--- config.mk ---
export PLATFORM = sky130hd
export DESIGN_NAME = pc_fetch_pipe
export DESIGN_NICKNAME = d
export VERILOG_FILES = /design/src/rtl/pc_fetch_pipe.sv
export SDC_FILE = /design/constraint.sdc
export NUM_CORES = 1
export LEC_CHECK = 0
export ABC_CLOCK_PERIOD_IN_PS = 3200
export CAP_MARGIN = 20
export CORE_UTILIZATION = 25
export CTS_BUF_LIST = sky130_fd_sc_hd__clkbuf_16
export DETAILED_ROUTE_END_ITERATION = 6
export GPL_TIMING_DRIVEN = 0
export SYNTH_ARGS = -nofsm -noshare
export SYNTH_HDL_FRONTEND = slang
export SYNTH_SLANG_ARGS = --single-unit
--- constraint.sdc ---
create_clock -name clk -period 3.2 [get_ports clk]
set_input_delay 0.64 -clock clk [delete_from_list [all_inputs] [get_ports clk]]
set_output_delay 0.64 -clock clk [all_outputs]
set_load 0.03 [all_outputs]
--- src/rtl/pc_fetch_pipe.sv ---
// pc_fetch_pipe: fetch PC register, next-PC select and the F -> D -> D2 -> X
// pipeline registers (pc, instruction, valid) of the 6-stage RV32 front end.
// Stall freezes F/D/D2 and bubbles X; kill requests squash the entering slot.
module pc_fetch_pipe #(
    parameter int              XLEN     = 32,
    parameter logic [XLEN-1:0] RESET_PC = 32'h0000_0000,
    parameter logic [XLEN-1:0] NOP_INST = 32'h0000_0013
) (
    input  logic            clk,
    input  logic            rst_n,
    input  logic            stall,
    input  logic [2:0]      pcsel,
    input  logic            kill_d_req,
    input  logic            kill_d2_req,
    input  logic            kill_x_req,
    input  logic [XLEN-1:0] imm_f,
    input  logic [XLEN-1:0] imm_d2,
    input  logic [XLEN-1:0] alu_x,
    input  logic [XLEN-1:0] imem_rdata,
    output logic [XLEN-1:0] pc_f,
    output logic [XLEN-1:0] pc_d,
    output logic [XLEN-1:0] pc_d2,
    output logic [XLEN-1:0] pc_x,
    output logic [XLEN-1:0] inst_f,
    output logic [XLEN-1:0] inst_d,
    output logic [XLEN-1:0] inst_d2,
    output logic [XLEN-1:0] inst_x,
    output logic            valid_f,
    output logic            valid_d,
    output logic            valid_d2,
    output logic            valid_x,
    output logic            redirect
);

    localparam logic [XLEN-1:0] PC_STEP  = XLEN'(4);
    localparam logic [XLEN-1:0] LSB_MASK = ~XLEN'(1);

    logic [XLEN-1:0] r_pc_f;
    logic            r_valid_f;
    logic [XLEN-1:0] r_pc_d,   r_inst_d;
    logic            r_valid_d;
    logic [XLEN-1:0] r_pc_d2,  r_inst_d2;
    logic            r_valid_d2;
    logic [XLEN-1:0] r_pc_x,   r_inst_x;
    logic            r_valid_x;

    logic [XLEN-1:0] w_next_pc;
    logic            w_redirect;
    logic [XLEN-1:0] w_inst_f;

    // Next-PC select; codes 5..7 fall back to sequential fetch.
    always_comb begin
        w_next_pc  = r_pc_f + PC_STEP;
        w_redirect = 1'b0;
        case (pcsel)
            3'd1: w_next_pc = r_pc_f + imm_f;
            3'd2: begin
                w_next_pc  = alu_x & LSB_MASK;
                w_redirect = 1'b1;
            end
            3'd3: begin
                w_next_pc  = r_pc_d2 + imm_d2;
                w_redirect = 1'b1;
            end
            3'd4: begin
                w_next_pc  = r_pc_d2 + PC_STEP;
                w_redirect = 1'b1;
            end
            default: w_next_pc = r_pc_f + PC_STEP;
        endcase
    end

    assign w_inst_f = r_valid_f ? imem_rdata : NOP_INST;

    // Fetch PC: redirects override stall; the first edge out of reset only
    // validates the slot at RESET_PC so that address is not skipped.
    always_ff @(posedge clk or negedge rst_n) begin
        if (!rst_n) begin
            r_pc_f    <= RESET_PC;
            r_valid_f <= 1'b0;
        end else begin
            r_valid_f <= 1'b1;
            if (w_redirect || (!stall && r_valid_f)) begin
                r_pc_f <= w_next_pc;
            end
        end
    end

    // F -> D register: kill squashes, stall holds, otherwise copy F.
    always_ff @(posedge clk or negedge rst_n) begin
        if (!rst_n) begin
            r_pc_d    <= '0;
            r_inst_d  <= NOP_INST;
            r_valid_d <= 1'b0;
        end else begin
            if (!stall) begin
                r_pc_d <= r_pc_f;
            end
            if (kill_d_req) begin
                r_inst_d  <= NOP_INST;
                r_valid_d <= 1'b0;
            end else if (!stall) begin
                r_inst_d  <= w_inst_f;
                r_valid_d <= r_valid_f;
            end
        end
    end

    // D -> D2 register: kill squashes, stall holds, otherwise copy D.
    always_ff @(posedge clk or negedge rst_n) begin
        if (!rst_n) begin
            r_pc_d2    <= '0;
            r_inst_d2  <= NOP_INST;
            r_valid_d2 <= 1'b0;
        end else begin
            if (!stall) begin
                r_pc_d2 <= r_pc_d;
            end
            if (kill_d2_req) begin
                r_inst_d2  <= NOP_INST;
                r_valid_d2 <= 1'b0;
            end else if (!stall) begin
                r_inst_d2  <= r_inst_d;
                r_valid_d2 <= r_valid_d;
            end
        end
    end

    // D2 -> X register: kill or stall inserts a bubble; pc_x holds on stall.
    always_ff @(posedge clk or negedge rst_n) begin
        if (!rst_n) begin
            r_pc_x    <= '0;
            r_inst_x  <= NOP_INST;
            r_valid_x <= 1'b0;
        end else begin
            if (!stall) begin
                r_pc_x <= r_pc_d2;
            end
            if (kill_x_req || stall) begin
                r_inst_x  <= NOP_INST;
                r_valid_x <= 1'b0;
            end else begin
                r_inst_x  <= r_inst_d2;
                r_valid_x <= r_valid_d2;
            end
        end
    end

    assign pc_f     = r_pc_f;
    assign pc_d     = r_pc_d;
    assign pc_d2    = r_pc_d2;
    assign pc_x     = r_pc_x;
    assign inst_f   = w_inst_f;
    assign inst_d   = r_inst_d;
    assign inst_d2  = r_inst_d2;
    assign inst_x   = r_inst_x;
    assign valid_f  = r_valid_f;
    assign valid_d  = r_valid_d;
    assign valid_d2 = r_valid_d2;
    assign valid_x  = r_valid_x;
    assign redirect = w_redirect;

endmodule

==> results.cfg, run 1 <==
[final_layout]
diodes = 0
drive_above_1_share = 0.130
syn_to_final_growth_pct = 44.6
post-route-cell-area_mm2 = 0.0204
layout.nets = 2128

[die]
ios = 398
dieArea_mm2 = 0.0574
core_mm2 = 0.0554
start_util = 0.255
die_w_um = 240
rows = 86
die_h_um = 240

[worst_setup_path]
path_delay_family = simple AND/OR/NAND/NOR gates
worstPathCellList = clkdlybuf4s15_2 -> clkbuf_1 -> a21oi_1 -> nor2_2 -> nor2_1 -> buf_6 -> a211oi_1 -> o21ai_0 -> a221oi_2 -> nor2_1 -> or3_1
crit_cells = 11
arrival_ns = 3.58
crit_buf_inv = 3
slowest_stage = nor2_2
critPathMaxStageDelay_ns = 0.54
path_max_fanout = 10
critPathRequiredTime_ns = 3.63
reg2regPathDepth = 9
critPathKind = input pin to flop
crit_path_end_kind = flop
crit_top_cell = nor2_1
cp-start-kind = input pin

[clock_network]
cts_htree_levels = 1
cts_made_buffers = 27
cts.path.max_buffers = 3
clkTransAtPathRegs_ns = 0.06
cts_tree = built
clock_latency_ns = 0.56
root_buffer = clkbuf_16
clock_sinks = 228

[placed_design]
port_buffers = 395
placed_area_mm2 = 0.0192
gp_congestion = 0.941
dp_hpwl_um = 50500
preCtsSetupSlack_ns = -1.57

[synth]
avgSynthCellArea_um2 = 9.54
synthCells = 1480
ys_async_sr_fraction = 1.00
synth_edf_count = 0
synth.yosys.seq_area_share = 0.405
synth.distinct_cells = 76
ys_warn_count = 0
ys.flop_type = dfrtp_1
syn_nets = 1682
netlist_area_mm2 = 0.0141
ys_seq_elements = 228

[timing]
holdWs_ns = 0.489
max_freq_ghz = 0.317
fin_crit_sh = 0.984
period_needed_ns = 3.15
rsz0062_at_grt = yes
finalSetupViolations = 0
maxSlewViolCount = 0
fin_tns_setup_ns = 0
max_slew_margin = 0.335
finalClockSkew_ns = 0.0163
worstMarginPinSlew_ns = 0.997
hold_violations = 0
worst_slack_ns = 0.0501

[pwr]
p_sw_frac = 0.471
power_leakage_uw = 0.00849
p_comb_frac = 0.529
p_int_uw = 8810
finalPower_uw = 16700
p_sw_uw = 7850
power_density_mw_per_mm2 = 817
power_frac_seq = 0.302
peakVddDrop_mv = 0.485
pwr-share-clk = 0.169

[global_routing]
grt_pass1_wl_um = 92400
grt_pass1_vias = 14000
antenna_found_initial = 0
grt_use_total = 0.217
grt_start_max_net_pins = 101
overflow = 0

[routing]
via_count = 13700
drt-wirelength-per-cell_um = 23.7
firstDrtPassIters = 5
drt-initial-drc-count = 816
drt_wl_total_um = 63900
ant_nets = 0
viasPerCell = 5.10
route.detailed.drc = 0

[outcome]
outcome = finished clean

[hold_path]
holdCritPathClass = input pin to flop
hold_path_depth = 2

[run]
maxCapViolCount = 0
## per-stage QoR
step | util | cells
after floorplan | - | 1480
after global placement | 0.344 | 2623
after CTS | 0.364 | 2680
after global routing | 0.368 | 2693
final | 0.368 | 2693
after detailed placement | 0.346 | 2627
## power groups by stage
stage	registers, µW	logic (µW)	clock network, µW
2_1_floorplan	5790	3850	0
3_3_place_gp	5020	8370	0
3_5_place_dp	5040	8400	0
4_1_cts	5010	8610	2880
5_1_grt	5140	9410	2980
6_report	5030	8810	2820
## cell usage in the layout (no fill, tap or decap), types with 7 or more instances in the layout
master             n
o32ai_1            8
dfstp_2            9
inv_1             21
buf_4             22
o21bai_1           7
nand4_1           26
mux2i_1           67
clkdlybuf4s50_1  387
a31oi_1            8
nand3_1           47
and4_1             9
a21o_1            34
xor2_1            42
and2_1            62
nor2_1           127
ha_1              58
dfrtp_2            9
mux2_2            95
clkbuf_1          47
xnor2_1           34
nand2_1          122
dfrtp_1          210
clkbuf_2           7
o22ai_1           21
a211oi_1           8
nor3_1            16
buf_1             16
nor2b_1           12
o21ai_0           51
clkbuf_16         27
a21oi_1          104
nand2b_1          19
and3_1            11
a221oi_1          11
o21a_1            10
a22oi_1            9
## path summary, 6_finish.rpt
path                                  start    endpoint  slack (ns)
min in group asynchronous             rst_n  inst_d[10]        0.56
worst max register to register    pc_d2[21]    pc_f[29]        0.07
worst max-delay path               pcsel[0]    pc_f[29]        0.05
worst min-delay path            kill_d2_req  inst_d2[0]        0.49
worst min register to register      pc_x[1]     pc_x[1]        0.50
max in group asynchronous             rst_n   pc_d2[17]        1.38
## cell usage after synthesis (8+ instances only)
cell | count | share of area
and3_1 | 12 | 0.0053
and4_1 | 11 | 0.0068
a31oi_1 | 11 | 0.0049
and2_1 | 62 | 0.027
clkbuf_1 | 61 | 0.016
nand2_1 | 125 | 0.033
a211oi_1 | 8 | 0.0043
dfrtp_1 | 219 | 0.39
mux2i_1 | 67 | 0.048
nand2b_1 | 19 | 0.0084
a221oi_1 | 12 | 0.0074
a21oi_1 | 110 | 0.039
inv_1 | 15 | 0.0040
o21a_1 | 10 | 0.0053
o32ai_1 | 8 | 0.0050
o22ai_1 | 24 | 0.011
buf_1 | 18 | 0.0048
xnor2_1 | 34 | 0.021
nor2b_1 | 13 | 0.0058
nor2_1 | 130 | 0.035
dfstp_2 | 9 | 0.017
nand4_1 | 26 | 0.012
xor2_1 | 44 | 0.027
mux2_2 | 95 | 0.076
nand3_1 | 47 | 0.017
o21ai_0 | 57 | 0.020
a21o_1 | 34 | 0.018
a22oi_1 | 10 | 0.0053
ha_1 | 63 | 0.056
nor3_1 | 16 | 0.0057
## worst register-to-register path, delay by kind of cell, from the launching register on
| kind | cells | cell delay, ns |
|---|---|---|
| and+or+nand+nor | 4 | 1.15 |
| AOI/OAI and AO/OA | 2 | 0.45 |
| DFF | 1 | 0.54 |
| muxes | 1 | 0.15 |
| buffers and inverters | 1 | 0.36 |
| adders and majority gates | 1 | 0.36 |
## flip-flops by register name, indices dropped and copies added, names as in the netlist
register,cells
valid_d2,1
valid_f,1
pc_x,32
pc_d,32
inst_x,32
inst_d,32
valid_d,1
inst_d2,32
valid_x,1
pc_f,32
pc_d2,32
## cell type report
cell class / count / area, µm²
fillers: 5563 / 35000
inverters: 15 / 56.3
clock inverters: 21 / 109
flip-flops and latches: 228 / 5730
repair buffers: 423 / 4210
clock buffers: 27 / 676
well taps: 748 / 936
multi-input cells: 1155 / 8330
plain buffers: 76 / 358
## logic make-up (layout without fill, tap and decap cells)
group	Yosys count	after routing	synth area share
AOI/OAI and AO/OA	355	355	0.164
buffers and inverters	97	562	0.0262
and+or+nand+nor	493	493	0.173
other	1	1	0.000266
muxes	163	163	0.124
xor gates and xnor gates	78	78	0.0484
DFF	228	228	0.405
adders and majority gates	65	65	0.0587
## layer usage
layer / global-route usage / vias up / wire length (µm)
met4: 0.0622 / 0 / 1880
met3: 0.0496 / 95 / 4770
met2: 0.371 / 591 / 30800
li1: - / 6284 / -
met5: 0 / - / 0
met1: 0.271 / 6751 / 26400
## what timing repair did
action                                 CTS  global route
gates cloned                             0             0
endpoints found under the hold margin   35             0
pin swaps                                8            21
hold buffers                             1             0
setup endpoints to repair               44            26
setup buffers                            8            15
gates resized for setup                 56            43
(Power assumes the default switching activity.)
==> run 2: changes to the inputs <==
Settings changed: SETUP_SLACK_MARGIN from default to 0.4.
==> results.cfg, run 2 (same netlist as run 1, synthesis figures left out) <==
[placed_design]
port_buffers = 395
preCtsSetupSlack_ns = -1.60
gp_congestion = 0.955
dp_hpwl_um = 50400

[timing]
fin_tns_setup_ns = 0
max_freq_ghz = 0.329
rsz0062_at_grt = yes
fin_crit_sh = 0.949
finalClockSkew_ns = 0.0216
finalSetupViolations = 0
hold_violations = 0
holdWs_ns = 0.00235
worstMarginPinSlew_ns = 1.06
period_needed_ns = 3.04
worst_slack_ns = 0.162
max_slew_margin = 0.292
maxSlewViolCount = 0

[worst_setup_path]
cp-start-kind = input pin
critPathKind = input pin to flop
arrival_ns = 3.44
critPathRequiredTime_ns = 3.60
crit_path_end_kind = flop
path_max_fanout = 3

[pwr]
power_leakage_uw = 0.00911
p_sw_uw = 8250
p_sw_frac = 0.455
peakVddDrop_mv = 0.425
pwr-share-clk = 0.180
p_int_uw = 9870
power_frac_seq = 0.274
power_density_mw_per_mm2 = 831
p_comb_frac = 0.546

[die]
start_util = 0.255
rows = 86
ios = 398
die_h_um = 240
core_mm2 = 0.0554
die_w_um = 240
dieArea_mm2 = 0.0574

[final_layout]
layout.nets = 2192
diodes = 0
drive_above_1_share = 0.228
n_fill_cell = 5487
syn_to_final_growth_pct = 54.3
layout_common_cells = clkdlybuf4s50_1 (350), dfrtp_1 (180), nor2_1 (125)
finish.utilization = 0.393
final_common_cell = clkdlybuf4s50_1

[global_routing]
grt_use_total = 0.223
grt_start_max_net_pins = 102
grt_pass1_wl_um = 95000
grt_pass1_vias = 14400
overflow = 0
antenna_found_initial = 2

[routing]
ant_nets = 0
via_count = 14100
drt-initial-drc-count = 737
drt_wl_total_um = 65600
drt-wirelength-per-cell_um = 23.8
viasPerCell = 5.10
route.detailed.drc = 0
firstDrtPassIters = 5

[hold_path]
holdCritPathClass = input pin to asynchronous set/reset pin

[outcome]
outcome = finished clean

[clock_network]
root_buffer = clkbuf_16
cts.path.max_buffers = 3
clkTransAtPathRegs_ns = 0.06
clock_latency_ns = 0.57
cts_made_buffers = 27
clock_sinks = 228
cts_htree_levels = 1
cts_hold_buf = 0
cts_tree = built

[run]
maxCapViolCount = 0
## run 2: layout make-up
cell class | count | area [µm²] | share of cell area
buffer | 82 | 487 | 0.0223
clock buffer | 27 | 676 | 0.0310
clock inverter | 23 | 245 | 0.0113
inverter | 15 | 56.3 | 0.00258
multi-input combinational | 1155 | 8930 | 0.410
sequential | 228 | 5770 | 0.265
tap | 748 | 936 | 0.0430
timing repair buffer | 481 | 4690 | 0.215
## run 2: path summary, 6_finish.rpt
path                              end         from  slack, ns  cells after the start
hold reg to reg               pc_x[1]      pc_x[1]       0.50                      2
max in group asynchronous   pc_d2[24]        rst_n       1.93                      3
setup reg to reg             pc_f[30]     pc_d2[0]       0.22                     12
setup / recovery             pc_f[30]     pcsel[2]       0.16                     18
min in group clk           inst_d2[1]  kill_d2_req       0.45                      2
hold / removal             inst_x[27]        rst_n      0.002                      1
## run 2: stage by stage
step           area [µm²]  power, µW  std cells
2_1_floorplan       14300       9690       1480
3_3_place_gp        19100      13400       2623
3_5_place_dp        19200      13500       2627
4_1_cts             21300      17700       2731
5_1_grt             21800      19000       2759
6_report            21800      18100       2759
## run 2: what timing repair did
item / in CTS / in global routing
setup endpoints to repair: 94 / 77
resized for setup: 256 / 80
cloned: 0 / 0
pin swaps: 62 / 53
setup buffers: 54 / 28
## run 2: layer usage
layer / track usage / part of all wire / vias up / wire (µm)
met5: 0 / 0 / - / 0
met4: 0.0659 / 0.028 / 0 / 1820
li1: - / - / 6410 / -
met3: 0.0497 / 0.080 / 108 / 5230
met2: 0.383 / 0.48 / 655 / 31400
met1: 0.277 / 0.41 / 6888 / 27100
## run 2: power by group through the flow
stage | clock network [µW] | registers [µW] | logic (µW)
finish | 3270 | 4960 | 9880
global route | 3450 | 5050 | 10500
CTS | 3350 | 4970 | 9410
detailed placement | 0 | 5040 | 8410
global placement | 0 | 5010 | 8380
floorplan | 0 | 5800 | 3900
## run 2: worst max-delay path, stage by stage
cell	delay, ns
buf_6	0.09
or3b_4	0.22
buf_6	0.09
clkbuf_16	0.12
buf_12	0.09
buf_12	0.09
buf_8	0.11
nand2_2	0.05
nand2_2	0.08
ha_4	0.15
and4_4	0.22
nand4_1	0.19
a22oi_2	0.34
nand4b_1	0.23
xor2_2	0.27
o221ai_2	0.13
nor3_2	0.23
o22ai_1	0.09
==> run 3: changes to the inputs <==
Settings changed: CORE_ASPECT_RATIO from default to 1.1.
==> results.cfg, run 3 (same netlist as run 1, synthesis figures left out) <==
[timing]
worst_slack_ns = 0.105
worstMarginPinSlew_ns = 0.826
finalSetupViolations = 0
maxSlewViolCount = 0
max_freq_ghz = 0.323
finalClockSkew_ns = 0.0171
hold_violations = 0
max_slew_margin = 0.450
period_needed_ns = 3.09
rsz0062_at_grt = yes
fin_crit_sh = 0.967

[clock_network]
cts_made_buffers = 27
cts_htree_levels = 1
cts.path.max_buffers = 3
root_buffer = clkbuf_16
clock_sinks = 228
clock_latency_ns = 0.56
cts_tree = built
clkTransAtPathRegs_ns = 0.07

[final_layout]
drive_above_1_share = 0.216
finish.utilization = 0.388
layout.nets = 2187
diodes = 0
multi_input_comb_area_mm2 = 0.00884
layout_common_cells = clkdlybuf4s50_1 (350), dfrtp_1 (184), nor2_1 (124)
final_common_cell = clkdlybuf4s50_1
n_fill_cell = 5477
syn_to_final_growth_pct = 52.1
regArea_mm2 = 0.00576

[routing]
drt-initial-drc-count = 959
viasPerCell = 5.17
ant_nets = 0
firstDrtPassIters = 5
via_count = 14200
drt-wirelength-per-cell_um = 23.6
route.detailed.drc = 0
drt_wl_total_um = 64800

[worst_setup_path]
crit_path_end_kind = flop
slowest_stage = a22oi_2
path_delay_family = simple AND/OR/NAND/NOR gates
crit_start = pcsel[1]
critPathMaxStageDelay_ns = 0.36
cp-start-kind = input pin
critPathKind = input pin to flop
r2r_start = pc_d2[11]
critPathRequiredTime_ns = 3.61
worstPathCellList = buf_12 -> nor3b_4 -> clkbuf_8 -> clkbuf_16 -> clkbuf_16 -> nand2_4 -> nand2_4 -> ha_4 -> and4_4 -> nand4_1 -> a22oi_2 -> nand4b_1 -> xor2_1 -> o221ai_1 -> nor3_2 -> o22ai_1
crit_buf_inv = 4
arrival_ns = 3.51
path_max_fanout = 4

[run]
maxCapViolCount = 0

[global_routing]
grt_start_max_net_pins = 115
antenna_found_initial = 0
grt_pass1_wl_um = 95400
grt_pass1_vias = 14500
overflow = 0
grt_use_total = 0.220

[pwr]
finalPower_uw = 17600
power_leakage_uw = 0.00902
peakVddDrop_mv = 0.368
power_density_mw_per_mm2 = 818

[die]
start_util = 0.255
dieArea_mm2 = 0.0574
die_h_um = 251
core_mm2 = 0.0553
rows = 90
die_w_um = 229
ios = 398

[placed_design]
dp_hpwl_um = 49500
preCtsSetupSlack_ns = -1.59
port_buffers = 395
gp_congestion = 0.956

[hold_path]
holdCritPathClass = input pin to asynchronous set/reset pin

[outcome]
outcome = finished clean
==> run 3: cell types whose count changed in the layout (fill, tap and decap cells not counted), moves of 4 or more <==
cell       delta
clkbuf_2      -7
ha_2          +4
inv_1         +4
buf_6         -5
bufinv_16     -4
buf_1         +6
dfrtp_1       +4
dfrtp_2       -4
buf_4         +5
==> run 3: area by class of cell <==
class                   instances  share of cell area
plain buffers                  82              0.0226
clock inverters                22             0.00635
multi-input cells            1155               0.412
inverters                      15             0.00262
repair buffers                476               0.214
flip-flops and latches        228               0.268
well taps                     736              0.0429
clock buffers                  27              0.0315
==> run 3: report_power, final <==
part	total (µW)	switching [µW]	internal, µW
registers	4980	1340	3630
logic	9670	5480	4200
clock network	2930	1320	1610
total	17600	8130	9440
==> run 3: through the flow <==
step | hold WS [ns] | instances | TNS, ns | cell area (µm²)
6_report | 0.449 | 2741 | 0 | 21500
3_5_place_dp | 0.420 | 2613 | -48.67 | 19200
5_1_grt | 0.444 | 2741 | 0 | 21500
4_1_cts | 0.423 | 2713 | 0 | 21000
2_1_floorplan | 0.344 | 1480 | -0.262 | 14300
3_3_place_gp | 0.473 | 2611 | -1993.06 | 19100
==> run 3: timing repair <==
item	in CTS	in global routing
setup endpoints to repair	139	37
endpoints found under the hold margin	2	0
resized for setup	226	104
setup buffers	50	28
pin swaps	64	45
hold buffers	1	0
==> run 3: metal layers <==
layer | routed length [µm] | share of wire | up-vias | track usage
met5 | 0 | 0 | - | 0
met4 | 2480 | 0.038 | 0 | 0.0759
met3 | 5370 | 0.083 | 120 | 0.0543
met2 | 31600 | 0.49 | 655 | 0.385
met1 | 25300 | 0.39 | 6990 | 0.260
li1 | - | - | 6411 | -
==> run 3: worst reg2reg max path, cell delays in order (launching register included) <==
cell      delay (ns)
dfrtp_1         0.58
ha_1            0.38
nand2_1         0.16
nor2_1          0.09
o211ai_1        0.13
nand4_1         0.27
a311oi_4        0.49
o21ai_4         0.15
a31oi_4         0.18
mux2i_1         0.26
o22ai_1         0.10
==> run 3: final timing paths <==
kind,end,slack (ns),cells after the start
worst max register to register,pc_f[30],0.29,10
min in group clk,pc_x[1],0.49,2
max in group asynchronous,pc_d2[28],1.42,4
worst min-delay path,inst_x[10],0.45,2
worst max-delay path,pc_f[30],0.11,16
worst min register to register,pc_x[1],0.49,2
